==> config.mk <==
export PLATFORM = sky130hd
export DESIGN_NAME = alu_arbiter
export DESIGN_NICKNAME = d
export VERILOG_FILES = /design/src/rtl/alu_arbiter.sv
export SDC_FILE = /design/constraint.sdc
export NUM_CORES = 1
export LEC_CHECK = 0
export ABC_AREA = 1
export ABC_CLOCK_PERIOD_IN_PS = 2000
export BUFFER_PORTS_ARGS = -buffer_cell sky130_fd_sc_hd__buf_2
export CORE_MARGIN = 4
export CORE_UTILIZATION = 35
export CTS_CLUSTER_SIZE = 10
export DETAILED_ROUTE_END_ITERATION = 10
export PLACE_DENSITY = 0.7
export RECOVER_POWER = 25
export SYNTH_ARGS = -nofsm -noshare
export SYNTH_HDL_FRONTEND = slang
export SYNTH_HIERARCHICAL = 1
export SYNTH_SLANG_ARGS = --single-unit
==> constraint.sdc <==
create_clock -name clk -period 2 [get_ports clk]
set_input_delay 0.1 -clock clk [delete_from_list [all_inputs] [get_ports clk]]
set_output_delay 0.1 -clock clk [all_outputs]
set_load 0.01 [all_outputs]
==> src/rtl/alu_arbiter.sv <==
// Shares one fixed-latency ALU between two requesters. It holds the issue register, tracks the owner of
// every op in flight and routes results back. Define ALU_ARB_RR_EN for a strict round-robin grant.

module alu_arb_owner_stage (
  input  logic clk,
  input  logic rst_n,
  input  logic flush,
  input  logic vld_in,
  input  logic own_in,
  output logic vld,
  output logic own
);
  // A flush only kills entries owned by req0 (own == 0).
  always_ff @(posedge clk or negedge rst_n) begin
    if (!rst_n) begin
      vld <= 1'b0;
      own <= 1'b0;
    end else begin
      vld <= vld_in && !(flush && !own_in);
      own <= own_in;
    end
  end
endmodule

module alu_arbiter #(
  parameter int WIDTH    = 32,
  parameter int LAT      = 1,
  parameter int MAX_WAIT = 3
) (
  input  logic             clk,
  input  logic             rst_n,
  input  logic             flush,
  input  logic             req0_valid,
  output logic             req0_ready,
  input  logic [3:0]       req0_op,
  input  logic [WIDTH-1:0] req0_a,
  input  logic [WIDTH-1:0] req0_b,
  input  logic             req1_valid,
  output logic             req1_ready,
  input  logic [3:0]       req1_op,
  input  logic [WIDTH-1:0] req1_a,
  input  logic [WIDTH-1:0] req1_b,
  output logic             alu_valid,
  output logic [3:0]       alu_op,
  output logic [WIDTH-1:0] alu_a,
  output logic [WIDTH-1:0] alu_b,
  input  logic [WIDTH-1:0] alu_result,
  output logic             resp0_valid,
  output logic             resp1_valid,
  output logic [WIDTH-1:0] resp_data,
  output logic             busy
);
  typedef struct packed {
    logic [3:0]       op;
    logic [WIDTH-1:0] a;
    logic [WIDTH-1:0] b;
  } req_t;

  req_t       req0, req1, sel;
  logic       gnt0, gnt1, hs, block0;
  logic [LAT:0] vld_pipe, own_pipe, vld_src, own_src;

  assign req0 = {req0_op, req0_a, req0_b};
  assign req1 = {req1_op, req1_a, req1_b};

`ifdef ALU_ARB_RR_EN
  // last_gnt1 resets to 1 so that req0 wins the first contested cycle.
  logic last_gnt1;
  always_ff @(posedge clk or negedge rst_n) begin
    if (!rst_n)  last_gnt1 <= 1'b1;
    else if (hs) last_gnt1 <= gnt1;
  end
  assign block0 = req1_valid && !last_gnt1;
`else
  logic [3:0] wait_cnt;
  always_ff @(posedge clk or negedge rst_n) begin
    if (!rst_n)
      wait_cnt <= '0;
    else if (req1_valid && gnt1)
      wait_cnt <= '0;
    else if (req1_valid && (wait_cnt != 4'(MAX_WAIT)))
      wait_cnt <= wait_cnt + 4'd1;
  end
  assign block0 = req1_valid && (wait_cnt == 4'(MAX_WAIT));
`endif

  // Grants are gated by reset so the ready outputs also read 0 while reset is held.
  assign gnt0       = rst_n && req0_valid && !flush && !block0;
  assign gnt1       = rst_n && req1_valid && !gnt0;
  assign hs         = gnt0 || gnt1;
  assign req0_ready = gnt0;
  assign req1_ready = gnt1;
  assign sel        = gnt1 ? req1 : req0;

  always_ff @(posedge clk or negedge rst_n) begin
    if (!rst_n) begin
      alu_valid <= 1'b0;
      alu_op    <= '0;
      alu_a     <= '0;
      alu_b     <= '0;
    end else begin
      alu_valid <= hs;
      if (hs) begin
        alu_op <= sel.op;
        alu_a  <= sel.a;
        alu_b  <= sel.b;
      end
    end
  end

  // Owner entry s is live during cycle c+1+s. Stage LAT lines up with alu_result.
  assign vld_src = {vld_pipe[LAT-1:0], hs};
  assign own_src = {own_pipe[LAT-1:0], gnt1};

  for (genvar s = 0; s <= LAT; s++) begin : g_stage
    alu_arb_owner_stage u_stage (
      .clk    (clk),
      .rst_n  (rst_n),
      .flush  (flush),
      .vld_in (vld_src[s]),
      .own_in (own_src[s]),
      .vld    (vld_pipe[s]),
      .own    (own_pipe[s])
    );
  end

  always_ff @(posedge clk or negedge rst_n) begin
    if (!rst_n) begin
      resp0_valid <= 1'b0;
      resp1_valid <= 1'b0;
      resp_data   <= '0;
    end else begin
      resp0_valid <= vld_pipe[LAT] && !own_pipe[LAT] && !flush;
      resp1_valid <= vld_pipe[LAT] && own_pipe[LAT];
      if (vld_pipe[LAT]) resp_data <= alu_result;
    end
  end

  assign busy = alu_valid || (|vld_pipe) || resp0_valid || resp1_valid;
endmodule
* After elaboration in Yosys (flattened, before gate mapping) *
Index checks and enable logic that the tools add are counted.

word-level totals
  flip-flop bits (word level) = 111
  latch bits = 0
  RAM bits = 0
  bits in read-only memories = 0
  output and inout bits = 106
  logic and storage cells = 47
  memories = 0

operators by class
  add/sub/neg operators = 1
  multiply operators = 0
  div/mod/pow operators = 0
  $lt $le $gt $ge = 0
  equality and inequality tests = 2
  shifts and indexed selects = 0
  muxes and demuxes = 3
  bitwise gates (word level) = 0
  reductions and logical operators = 29

operators with widths
  kind                                                  number
  2-to-1 mux 68 bit                                     1
  logical AND 1 bit                                     15
  zero test 1 bit                                       8
  2-to-1 mux 4 bit                                      2
  adder 4 x 1 -> 4 bit (second input constant)          1
  equality test 4 x 2 -> 1 bit (second input constant)  1
  logical OR 1 bit                                      4
  != test 4 x 2 -> 1 bit (second input constant)        1
  nonzero test 2 bit                                    1
  OR reduction 2 bit                                    1

* Logic depth before layout (Yosys ltp) *
Gate-level depths: netlist of run 1.

  word-level depth = 10
  mapped depth = 8

* Cells and area by module *
Netlist of run 1, hierarchy kept.

by module, submodules not included
  module               times used  cells each  area an instance (µm²)  sequential area each (µm²)
  alu_arbiter          1           492         4702.0                  2677.6
  alu_arb_owner_stage  2           5           66.3                    50.0

* Least setup slack after synthesis of run 1 *
No wires, ideal clock.

  path type = reg2reg
  start = reg wait_cnt[0]
  end = reg g_stage[0].u_stage.vld
  library setup time = 117 ps
  arrival time = 1270 ps
  required time = 1883 ps
  path slack = 613 ps
  cell stages (with the launch flop) = 9
  path buffers = 1
  clock period less this slack = 1387 ps
  path through = dfrtp_1 -> ha_1 -> nand3_1 -> nand2_2 -> buf_4 -> nand2_1 -> inv_1 -> inv_1 -> a21oi_2

on the way
  word-level cells in the longest chain between the ends = 10
  elaborated cells on any way between the ends = 11
  classes of those cells = eq/ne: 1; reduce/logical: 10

RTL lines
  element                         line  source
  start, declared                 75    logic [3:0] wait_cnt;
  start signal, assigned          82    wait_cnt <= wait_cnt + 4'd1;
  equality test 4 x 2 -> 1 bit *  84    assign block0 = req1_valid && (wait_cnt == 4'(MAX_WAIT));
  logical AND 1 bit *             84
  zero test 1 bit *               88    assign gnt0 = rst_n && req0_valid && !flush && !block0;
  logical AND 1 bit *             88
  zero test 1 bit *               89    assign gnt1 = rst_n && req1_valid && !gnt0;
  logical AND 1 bit *             89
  net req1_ready                  39    output logic req1_ready,
  zero test 1 bit                 19    vld <= vld_in && !(flush && !own_in);
  logical AND 1 bit               19
  zero test 1 bit                 19
  logical AND 1 bit *             19
  end signal, assigned            19
  end, declared                   10    output logic vld,

Mark *: on every way through the listed nets, which the timed path passes. The rest lies on a longest branch.
A chain may end at the register's enable or synchronous reset.

* Worst setup path in the final report of run 1 *
  start = in rst_n
  end = out req1_ready

on the way
  word-level cells in the longest chain between the ends = 5
  elaborated cells on any way between the ends = 6
  classes of those cells = reduce/logical: 6

RTL lines
  element                          line  source
  start, declared                  31    input logic rst_n,
  logical AND 1 bit (3 in series)  88
  zero test 1 bit                  89
  logical AND 1 bit *              89
  end, declared                    39

Every way passes the cells marked *; elsewhere a longest branch is shown, timed or not.

==> reports/qor_table.md, run 1 <==
| Group | Metric | Value |
|:---|:---|:---|
| setup path | Crit Path Category | in2out |
| timing | Max-slew headroom at the worst pin | 8.93% |
| route | Wirelength, routed | 20100 µm |
| finish | Syn-to-layout area delta | 73.0% |
| clock tree | Reg clk slew, reported paths | 0.08 ns |
| power and ir drop | Static Leak | 4.20 nW |
| timing | Clock Skews | 0.00986 ns |
| clock tree | Clock tree from TritonCTS | built |
| hold path | Hold Path Sink | alu_b[31] |
| synth | Syn nets | 676 |
| timing | Least-Margin Pin Slew | 1.37 ns |
| global route | Maximum number of pins on one net before global-route repair | 108 |
| timing | Upper clock frequency limit | 530 MHz |
| timing | RSZ-0062 raised after global routing | false |
| setup path | CP arrival | 1.79 ns |
| setup path | Crit Reg-Reg Endpoint | alu_a[18] |
| synth | Prevailing post-synth register cell | dfrtp_1 |
| route | DRC violation total after the first TritonRoute iteration | 523 |
| synth | Synthesized area divided by synthesized cell count | 9.63 µm² |
| synth | Number of flops mapped to enable cells by yosys | 0 |
| timing | Number of slew-limit violations in the final report | 0 |
| setup path | Category of the worst setup path capture point | primary output |
| floorplan | Number of core rows | 42 |
| finish | Final layout net count | 1103 |
| global route | Total track usage | 25.0% |
| finish | Layout cells sized above 1 | 36.7% |
| route | Routed vias | 5853 |
| clock tree | Post-CTS Setup Repair Bufs | 0 |
| setup path | Cell with the largest stage delay on the worst path | dlygate4sd3_1 |
| clock tree | Clock latency at the later pin of the worst-skew pair | 0.35 ns |
| synth | Area leader, netlist | dfrtp_1 |
| floorplan | Die outline area | 15800 µm² |
| placed design | Buffers added on ports | 278 |
| setup path | Maximum fanout along the worst path | 25 |
| route | Average detailed-routed wire length per instance | 18.1 µm |
| placed design | Gp weighted congestion | 0.857 |
| synth | Count leader, synth | nand3_1 |
| timing | Final cycle utilization of the critical path | 94.4% |
| clock tree | CTS buffer count | 9 |
| global route | Wire length of the first global-routing pass | 31900 µm |
| synth | Count of warnings emitted by yosys | 6 |
| floorplan | Starting density of the core | 36.1% |
| setup path | Ordered cell list for the critical path | dlygate4sd3_1 -> buf_4 -> nand2_1 -> nor2_4 -> nand2_2 -> buf_12 -> nand2_1 -> inv_1 -> buf_2 |
| setup path | Most numerous cell on the critical path | nand2_1 |
| timing | Setup Total Neg Slack | 0 ns |
| global route | Number of global-route vias before repair | 6005 |
| setup path | Element type at the critical path start | input pin |
| global route | Total overflow reported by the global router | 0 |
| route | Pre-antenna DRT Iters | 5 |
| floorplan | Core footprint | 13400 µm² |
| placed design | Sum of net half-perimeters after detailed placement | 11200 µm |
| power and ir drop | Max VDD drop | 411 µV |
| timing | Final number of setup-violating endpoints | 0 |
| timing | Hold WS | 0.0197 ns |
| synth | Cell area after technology mapping | 4830 µm² |
| power and ir drop | Cell Pwr Density | 778 nW/µm² |
| hold path | Critical hold path startpoint | req1_b[31] |
| synth | Fraction of synthesis flops using an asynchronous set or reset pin | 100% |
| setup path | Reg2reg setup slack | 0.18 ns |
| global route | Initial antenna violation count | 0 |
| timing | Final worst path period need | 1.89 ns |
| setup path | Length in cells of the worst reg-to-reg path | 7 |
| floorplan | Horiz. Die Dim | 126 µm |
| clock tree | Clock root buffer | clkbuf_16 |
| synth | Commonest cells post-synth | nand3_1, dfrtp_1, nand2_1 |
| status | Result of the run | complete, no violations |
| route | Detail-routed via count per cell | 5.27 |
| hold path | Depth of the worst hold-timing path | 3 |
| clock tree | Count of clock tree sinks | 111 |
| timing | Hold Vio Cnt, Final | 0 |
| synth | Total of flip-flops plus latches after synthesis | 111 |
| synth | Leading post-synthesis cells by cell area | dfrtp_1, nand3_1, mux2_2 |
| floorplan | Floorplan die height | 126 µm |
| synth | Number of distinct standard cells referenced by the synthesized netlist | 19 |
| synth | Synth top area share | 57.5% |
| floorplan | IO Count | 279 |
| setup path | Maximum single-stage delay on the critical path | 0.54 ns |
| setup path | Reg2Reg Launch Point | wait_cnt[0] |
| clock tree | H-tree lvl count | 3 |
| route | Number of nets with antenna violations after routing | 0 |
| synth | Sequential share of the synthesized area | 57.5% |
| setup path | Critical path required time | 1.90 ns |
| hold path | Type of the tightest min-delay check | in2reg |
| run | Count of max-cap constraint violations | 0 |
| clock tree | Deepest clock path buffer count | 2 |
| synth | Post-synthesis cell count | 502 |
| route | DR DRC count | 0 |
## kinds of logic after synthesis
| group | synth area share [%] |
|---|---|
| AND/OR/NAND/NOR | 29.3 |
| flip-flops | 57.5 |
| buffers and inverters | 4.99 |
| multiplexers | 7.45 |
| AO/OA/AOI/OAI | 0.362 |
| XOR/XNOR | 0.181 |
| adder cells (fa/ha/maj) | 0.259 |
## routing by layer
metal | vias up | GRT usage [%] | share of wire [%]
met4 | 0 | 14.0 | 4.5
met2 | 438 | 41.1 | 49
met3 | 79 | 6.23 | 9.6
met1 | 2746 | 30.0 | 37
met5 | - | 0 | 0
li1 | 2590 | - | -
## per-stage QoR
step / instance area (µm²) / std cells / setup WS [ns] / total power, mW / util [%]
2_1_floorplan: 4830 / 502 / 0.613 / 3.69 / -
4_1_cts: 8350 / 1110 / 0.0273 / 6.50 / 62.3
5_1_grt: 8360 / 1110 / 0.0139 / 6.86 / 62.4
3_5_place_dp: 6400 / 927 / 0.386 / 4.50 / 47.7
6_report: 8360 / 1111 / 0.112 / 6.51 / 62.4
3_3_place_gp: 6400 / 927 / 0.438 / 4.48 / 47.7
## state kept, by name, indices dropped and copies added (netlist names)
register	count
alu_a	32
alu_b	32
resp_data	32
alu_op	4
wait_cnt	4
g_stage.u_stage/own	2
g_stage.u_stage/vld	2
alu_valid	1
resp0_valid	1
resp1_valid	1
## critical path: cells and delay by family
| family | cells | cell delay, ns |
|---|---|---|
| AND/OR/NAND/NOR | 4 | 0.54 |
| buffers and inverters | 5 | 1.14 |
## where the power goes
| group | switching (mW) | internal [mW] | total [mW] |
|---|---|---|---|
| clock | 0.851 | 0.867 | 1.72 |
| combinational | 0.945 | 0.942 | 1.89 |
| sequential | 0.248 | 2.66 | 2.90 |
| total | 2.04 | 4.46 | 6.51 |
## worst max-delay path by stage
stage | from | end | slack [ns] | depth (start not counted)
final | rst_n | req1_ready | 0.11 | 9
after floorplan | wait_cnt[0] | g_stage[0].u_stage/vld | 0.61 | 8
after CTS | rst_n | alu_a[18] | 0.03 | 9
after global routing | wait_cnt[0] | req1_ready | 0.01 | 7
after detailed placement | wait_cnt[1] | req1_ready | 0.39 | 7
after global placement | wait_cnt[0] | req1_ready | 0.44 | 7
## layout by cell type, fill, tap and decap left out
master         instances
a21oi_2                2
buf_12                 5
buf_2                276
buf_4                  7
clkbuf_1               2
clkbuf_16              9
clkinv_4               1
clkinvlp_4             2
dfrtp_1              111
diode_2                1
dlygate4sd3_1        167
ha_1                   1
inv_1                  8
inv_2                  1
inv_4                  1
inv_6                  3
inv_8                  1
mux2_2                32
nand2_1               82
nand2_2                2
nand3_1              212
nor2_1                 5
nor2_4                 1
nor3_1                 1
nor3b_1                1
xor2_1                 1
## area by class of cell
type                    count  area, µm²
inverters                  11       48.8
clock buffers              10        229
well taps                 176        220
repair buffers            456       3210
clock inverters             6       52.6
fillers                  1009       5040
multi-input cells         340       1820
diodes                      1       2.50
flip-flops and latches    111       2780
## timing repair
item / CTS / global route
endpoints found under the setup margin: 1 / 2
gates resized for setup: 1 / 8
endpoints found under the hold margin: 213 / 0
hold buffers: 167 / 0
cloned: 0 / 0
No activity file was read; power rests on OpenSTA's default activity.
==> run 2, diff against run 1 <==
--- a/config.mk
+++ b/config.mk
@@ -9,10 +9,10 @@
 export ABC_CLOCK_PERIOD_IN_PS = 2000
 export BUFFER_PORTS_ARGS = -buffer_cell sky130_fd_sc_hd__buf_2
 export CORE_MARGIN = 4
-export CORE_UTILIZATION = 35
+export CORE_UTILIZATION = 47
 export CTS_CLUSTER_SIZE = 10
 export DETAILED_ROUTE_END_ITERATION = 10
-export PLACE_DENSITY = 0.7
+export PLACE_DENSITY = 0.89
 export RECOVER_POWER = 25
 export SYNTH_ARGS = -nofsm -noshare
 export SYNTH_HDL_FRONTEND = slang
==> reports/qor_table.md, run 2 (synthesized netlist as in run 1, its figures left out) <==
| Group | Metric | Value | vs previous |
|:---|:---|:---|:---|
| setup path | Reg2Reg Launch Point | wait_cnt[0] | unchanged |
| timing | Least-Margin Pin Slew | 1.14 ns | was 1.37 ns |
| power and ir drop | Power after layout | 6.21 mW | was 6.51 mW |
| placed design | Pre-CTS worst setup slack | 0.366 ns | was 0.386 ns |
| floorplan | Starting density of the core | 48.8% | was 36.1% |
| placed design | Buffers added on ports | 278 | unchanged |
| route | Average detailed-routed wire length per instance | 21.5 µm | was 18.1 µm |
| setup path | Category of the worst setup path capture point | primary output | unchanged |
| timing | Final number of setup-violating endpoints | 0 | unchanged |
| power and ir drop | Cell Pwr Density | 764 nW/µm² | was 778 nW/µm² |
| floorplan | Number of core rows | 36 | was 42 |
| placed design | Gp weighted congestion | 0.844 | was 0.857 |
| route | Detail-routed via count per cell | 5.74 | was 5.27 |
| timing | Clock Skews | 0.0186 ns | was 0.00986 ns |
| global route | Wire length of the first global-routing pass | 35100 µm | was 31900 µm |
| timing | Upper clock frequency limit | 534 MHz | was 530 MHz |
| hold path | Type of the tightest min-delay check | in2reg | unchanged |
| timing | Setup slack after layout | 0.127 ns | was 0.112 ns |
| placed design | Sum of net half-perimeters after detailed placement | 11100 µm | was 11200 µm |
| clock tree | CTS buffer count | 9 | unchanged |
| clock tree | Count of clock tree sinks | 111 | unchanged |
| setup path | Critical Path Source | flush | was rst_n |
| global route | Total overflow reported by the global router | 0 | unchanged |
| power and ir drop | Static Leak | 4.04 nW | was 4.20 nW |
| clock tree | H-tree lvl count | 3 | unchanged |
| finish | Most frequent standard cell in the layout excluding fill and tap cells | buf_2 | unchanged |
| setup path | CP arrival | 1.77 ns | was 1.79 ns |
| setup path | Critical path required time | 1.90 ns | about the same |
| clock tree | Deepest clock path buffer count | 2 | unchanged |
| timing | Final worst path period need | 1.87 ns | was 1.89 ns |
| clock tree | Clock latency at the later pin of the worst-skew pair | 0.37 ns | was 0.35 ns |
| hold path | Critical hold path startpoint | req1_a[6] | was req1_b[31] |
| finish | Most frequent cells in the layout | buf_2, nand3_1, dlygate4sd3_1, dfrtp_1, nand2_1 | unchanged |
| finish | Final layout net count | 1103 | unchanged |
| global route | Total track usage | 38.8% | was 25.0% |
| timing | Final cycle utilization of the critical path | 93.7% | was 94.4% |
| power and ir drop | Max VDD drop | 503 µV | was 411 µV |
| floorplan | IO Count | 279 | unchanged |
| route | Routed vias | 6162 | was 5853 |
| finish | Registers with the highest flip-flop counts | alu_a: 32 flops, alu_b: 32 flops, resp_data: 32 flops | unchanged |
| route | DRC violation total after the first TritonRoute iteration | 715 | was 523 |
| floorplan | Core footprint | 9910 µm² | was 13400 µm² |
| finish | Utilization after layout | 82.1% | was 62.4% |
| floorplan | Floorplan die height | 109 µm | was 126 µm |
| setup path | Element type at the critical path start | input pin | unchanged |
| status | Result of the run | complete, no violations | unchanged |
| timing | Hold Vio Cnt, Final | 0 | unchanged |
| setup path | Maximum fanout along the worst path | 69 | was 25 |
| finish | Syn-to-layout area delta | 68.3% | was 73.0% |
| timing | Setup Total Neg Slack | 0 ns | unchanged |
| timing | RSZ-0062 raised after global routing | false | unchanged |
| setup path | Crit Path Category | in2out | unchanged |
| clock tree | Reg clk slew, reported paths | 0.10 ns | was 0.08 ns |
| run | Count of max-cap constraint violations | 0 | unchanged |
| global route | Number of global-route vias before repair | 6579 | was 6005 |
| route | Number of nets with antenna violations after routing | 0 | unchanged |
| global route | Maximum number of pins on one net before global-route repair | 70 | was 108 |
| floorplan | Die outline area | 12000 µm² | was 15800 µm² |
| route | Pre-antenna DRT Iters | 6 | was 5 |
| route | DR DRC count | 0 | unchanged |
| clock tree | Clock root buffer | clkbuf_8 | was clkbuf_16 |
| timing | Max-slew headroom at the worst pin | 23.8% | was 8.93% |
| global route | Initial antenna violation count | 4 | was 0 |
| route | Wirelength, routed | 23000 µm | was 20100 µm |
| clock tree | Clock tree from TritonCTS | built | unchanged |
| floorplan | Horiz. Die Dim | 109 µm | was 126 µm |
| timing | Number of slew-limit violations in the final report | 0 | unchanged |
| finish | Layout cells sized above 1 | 33.0% | was 36.7% |
| clock tree | Post-CTS Setup Repair Bufs | 0 | unchanged |
run 2: changes by cell type in the layout (fill, tap and decap cells not counted), moves of 2 or more:
cell        change
buf_2          -35
clkbuf_1       +34
clkbuf_8       +10
clkbuf_16       -9
diode_2         +5
buf_12          -4
buf_4           +2
clkinvlp_4      -2
run 2: final cells by class:
type                    instances  area, µm²
repair buffers                456       3120
flip-flops and latches        111       2780
well taps                     133        166
clock buffers                  10        138
diodes                          6       15.0
fillers                       537       1770
clock inverters                 6       62.6
multi-input cells             340       1820
inverters                      11       43.8
run 2: worst max-delay path, cell delays in order:
cell	delay, ns
dlygate4sd3_1	0.57
clkbuf_1	0.19
nor2_2	0.22
nand2_2	0.11
inv_2	0.07
buf_12	0.29
buf_2	0.21
run 2: timing repair:
item	CTS	global route
hold buffers	168	0
gates resized for setup	0	2
setup endpoints to repair	0	9
hold endpoints to repair	214	0
run 2: report_power, final:
| group | total, mW | internal (mW) | switching (mW) | leakage, nW |
|---|---|---|---|---|
| logic | 1.92 | 0.896 | 1.02 | 2.58 |
| registers | 2.94 | 2.65 | 0.284 | 1.36 |
| clock network | 1.36 | 0.522 | 0.837 | 0.102 |
| total | 6.21 | 4.07 | 2.14 | 4.04 |
run 2: worst paths after layout:
path / slack (ns) / depth (start not counted) / to
setup / recovery: 0.13 / 7 / req0_ready
hold / removal: 0.02 / 3 / alu_a[6]
setup reg to reg: 0.45 / 6 / alu_b[30]
hold reg to reg: 0.40 / 0 / g_stage[1].u_stage/own
max in group asynchronous: 0.64 / 3 / alu_b[13]
min in group asynchronous: 0.52 / 3 / alu_a[3]
run 2: per-layer routing:
metal	wire length, µm	GRT usage, %
met4	1670	26.9
met3	2640	13.2
met1	7510	42.3
met5	13	0
met2	11200	63.5
run 2: metrics by stage:
step	area (µm²)	hold WS, ns	cells
floorplan	4830	-0.196	502
global placement	6280	0.270	883
detailed placement	6280	0.286	883
CTS	8170	0.0132	1067
global route	8130	0.0206	1069
finish	8140	0.0208	1073
==> run 3, diff against run 2 <==
--- a/config.mk
+++ b/config.mk
@@ -6,13 +6,14 @@
 export NUM_CORES = 1
 export LEC_CHECK = 0
 export ABC_AREA = 1
-export ABC_CLOCK_PERIOD_IN_PS = 2000
+export ABC_CLOCK_PERIOD_IN_PS = 1900
 export BUFFER_PORTS_ARGS = -buffer_cell sky130_fd_sc_hd__buf_2
 export CORE_MARGIN = 4
-export CORE_UTILIZATION = 47
+export CORE_UTILIZATION = 45
+export CTS_BUF_LIST = sky130_fd_sc_hd__clkbuf_4 sky130_fd_sc_hd__clkbuf_8
 export CTS_CLUSTER_SIZE = 10
 export DETAILED_ROUTE_END_ITERATION = 10
-export PLACE_DENSITY = 0.89
+export PLACE_DENSITY = 0.86
 export RECOVER_POWER = 25
 export SYNTH_ARGS = -nofsm -noshare
 export SYNTH_HDL_FRONTEND = slang
==> constraint.sdc (replaced) <==
create_clock -name clk -period 1.9 [get_ports clk]
set_input_delay 0.095 -clock clk [delete_from_list [all_inputs] [get_ports clk]]
set_output_delay 0.095 -clock clk [all_outputs]
set_load 0.01 [all_outputs]
==> reports/qor_table.md, run 3 (synthesized netlist as in run 1, its figures left out) <==
| Group | Metric | Value | vs previous |
|:---|:---|:---|:---|
| status | Result of the run | complete, no violations | unchanged |
| clock tree | Clock tree from TritonCTS | built | unchanged |
| floorplan | IO Count | 279 | unchanged |
| global route | GRT met3 Usage | 10.4% | was 13.2% |
| timing | Clock Skews | 0.0200 ns | was 0.0186 ns |
| global route | Wire length of the first global-routing pass | 34800 µm | was 35100 µm |
| power and ir drop | Power after layout | 6.59 mW | was 6.21 mW |
| finish | Final layout net count | 1107 | was 1103 |
| timing | Least-Margin Pin Slew | 1.38 ns | was 1.14 ns |
| clock tree | Count of clock tree sinks | 111 | unchanged |
| clock tree | H-tree lvl count | 3 | unchanged |
| setup path | CP arrival | 1.70 ns | was 1.77 ns |
| setup path | Element type at the critical path start | flop | was input pin |
| setup path | Category of the worst setup path capture point | primary output | unchanged |
| route | Wirelength, routed | 22300 µm | was 23000 µm |
| floorplan | Core footprint | 10400 µm² | was 9910 µm² |
| global route | Total overflow reported by the global router | 0 | unchanged |
| power and ir drop | Cell Int Power | 4.34 mW | was 4.07 mW |
| finish | Layout cells sized above 1 | 36.9% | was 33.0% |
| finish | Most frequent cells in the layout | buf_2, nand3_1, dlygate4sd3_1, dfrtp_1, nand2_1 | unchanged |
| power and ir drop | Share of power burned in combinational logic | 31.2% | was 30.8% |
| global route | Number of global-route vias before repair | 6481 | was 6579 |
| setup path | Crit Path Category | reg2out | was in2out |
| placed design | Gp weighted congestion | 0.851 | was 0.844 |
| finish | Number of fill cells in the layout | 603 | was 537 |
| timing | Max-slew headroom at the worst pin | 8.23% | was 23.8% |
| route | Pre-antenna DRT Iters | 7 | was 6 |
| route | Number of nets with antenna violations after routing | 0 | unchanged |
| global route | Met2 usage in global routing | 58.5% | was 63.5% |
| route | DR DRC count | 0 | unchanged |
| clock tree | Post-CTS Setup Repair Bufs | 0 | unchanged |
| power and ir drop | Max VDD drop | 575 µV | was 503 µV |
| clock tree | Reg clk slew, reported paths | 0.11 ns | was 0.10 ns |
| clock tree | Clock root buffer | clkbuf_8 | unchanged |
| route | DRC violation total after the first TritonRoute iteration | 625 | was 715 |
| global route | Initial antenna violation count | 3 | was 4 |
| power and ir drop | Static Leak | 4.19 nW | was 4.04 nW |
| floorplan | Die outline area | 12500 µm² | was 12000 µm² |
| setup path | Maximum fanout along the worst path | 16 | was 69 |
| floorplan | Number of core rows | 37 | was 36 |
| finish | Multi-input gate area in the final layout | 1820 µm² | unchanged |
| route | Detail-routed via count per cell | 5.72 | was 5.74 |
| power and ir drop | Cell Pwr Density | 797 nW/µm² | was 764 nW/µm² |
| timing | Upper clock frequency limit | 558 MHz |  |
| clock tree | Deepest clock path buffer count | 2 | unchanged |
| global route | Global-route met1 utilization | 39.3% | was 42.3% |
| clock tree | CTS buffer count | 9 | unchanged |
| timing | Number of slew-limit violations in the final report | 0 | unchanged |
| finish | Most frequent standard cell in the layout excluding fill and tap cells | buf_2 | unchanged |
| route | Routed vias | 6157 | was 6162 |
| finish | Register Area | 2780 µm² | unchanged |
| floorplan | Floorplan die height | 112 µm | was 109 µm |
| finish | Utilization after layout | 79.3% | was 82.1% |
| global route | Routing layer with the top usage in global route | met2 | unchanged |
| power and ir drop | Clock Power Share | 21.6% | was 21.9% |
| global route | Maximum number of pins on one net before global-route repair | 112 | was 70 |
| power and ir drop | Switching part of the total power | 34.1% | was 34.5% |
| hold path | Type of the tightest min-delay check | in2reg | unchanged |
| finish | Registers with the highest flip-flop counts | alu_a: 32 flops, alu_b: 32 flops, resp_data: 32 flops | unchanged |
| timing | Final cycle utilization of the critical path | 94.3% |  |
| finish | Syn-to-layout area delta | 70.8% | was 68.3% |
| route | Average detailed-routed wire length per instance | 20.7 µm | was 21.5 µm |
| clock tree | Clock latency at the later pin of the worst-skew pair | 0.37 ns | about the same |
| timing | Hold Vio Cnt, Final | 0 | unchanged |
| floorplan | Starting density of the core | 46.4% | was 48.8% |
| placed design | Buffers added on ports | 278 | unchanged |
| setup path | Critical path required time | 1.80 ns | was 1.90 ns |
| timing | Final worst path period need | 1.79 ns |  |
| placed design | Sum of net half-perimeters after detailed placement | 10900 µm | was 11100 µm |
| timing | Final number of setup-violating endpoints | 0 | unchanged |
| floorplan | Horiz. Die Dim | 112 µm | was 109 µm |
| power and ir drop | NetSw | 2.25 mW | was 2.14 mW |
| run | Count of max-cap constraint violations | 0 | unchanged |
| global route | Total track usage | 34.9% | was 38.8% |
| power and ir drop | Sequential Power Share | 47.1% | was 47.3% |
## run 3: cell types whose count changed in the layout (fill, tap and decap cells not counted), sizes merged
cell | before | now
buf | 251 | 289
clkbuf | 47 | 11
diode | 6 | 3
dlygate4sd3 | 168 | 170
## run 3: what timing repair did
action	CTS	global route
gates resized for setup	1	4
endpoints found under the hold margin	213	0
endpoints found under the setup margin	1	69
cloned	0	1
hold buffers	170	0
## run 3: final cells by class
type | count | area share (%)
Timing Repair Buffer | 460 | 39.2
Sequential cell | 111 | 33.6
Multi-Input combinational cell | 340 | 22.0
Tap cell | 136 | 2.06
Clock buffer | 10 | 1.67
Clock inverter | 6 | 0.758
Inverter | 11 | 0.530
Antenna cell | 3 | 0.0909
## run 3: path summary, 6_finish.rpt
kind / depth (start not counted) / endpoint / slack, ns / startpoint
setup / recovery: 6 / req0_ready / 0.11 / wait_cnt[0]
max in group asynchronous: 3 / resp_data[21] / 0.31 / rst_n
min in group asynchronous: 3 / alu_a[12] / 0.74 / rst_n
setup reg to reg: 6 / alu_a[28] / 0.34 / wait_cnt[0]
hold / removal: 5 / wait_cnt[3] / 0.13 / req1_valid
hold reg to reg: 0 / g_stage[1].u_stage/own / 0.37 / g_stage[0].u_stage/own
## run 3: layer usage
| layer | up-vias | routed length [µm] |
|---|---|---|
| met3 | 125 | 2510 |
| li1 | 2592 | - |
| met4 | 2 | 1490 |
| met2 | 558 | 10700 |
| met5 | - | 11 |
| met1 | 2880 | 7640 |
## run 3: critical path: stages, from the launching register on
cell     delay, ns
dfrtp_1       0.42
ha_1          0.25
nand3_1       0.11
nand2_2       0.09
inv_2         0.15
buf_12        0.18
buf_2         0.15
## run 3: power by group through the flow
stage | Sequential (mW) | Combinational (mW) | Clock [mW]
floorplan | 3.25 | 0.629 | 0
global placement | 3.07 | 1.60 | 0
detailed placement | 3.08 | 1.65 | 0
CTS | 3.04 | 1.92 | 1.43
global route | 3.14 | 2.20 | 1.54
finish | 3.10 | 2.06 | 1.42
## run 3: per-stage QoR
stage | TNS [ns] | cell area, µm² | worst slack, ns | instances | hold WS [ns]
2_1_floorplan | 0 | 4830 | 0.513 | 502 | -0.201
3_3_place_gp | 0 | 6320 | 0.286 | 887 | 0.255
3_5_place_dp | 0 | 6320 | 0.244 | 887 | 0.255
4_1_cts | 0 | 8230 | 0.0107 | 1073 | 0.107
5_1_grt | -0.00479 | 8260 | -0.00479 | 1076 | 0.128
6_report | 0 | 8260 | 0.108 | 1077 | 0.126
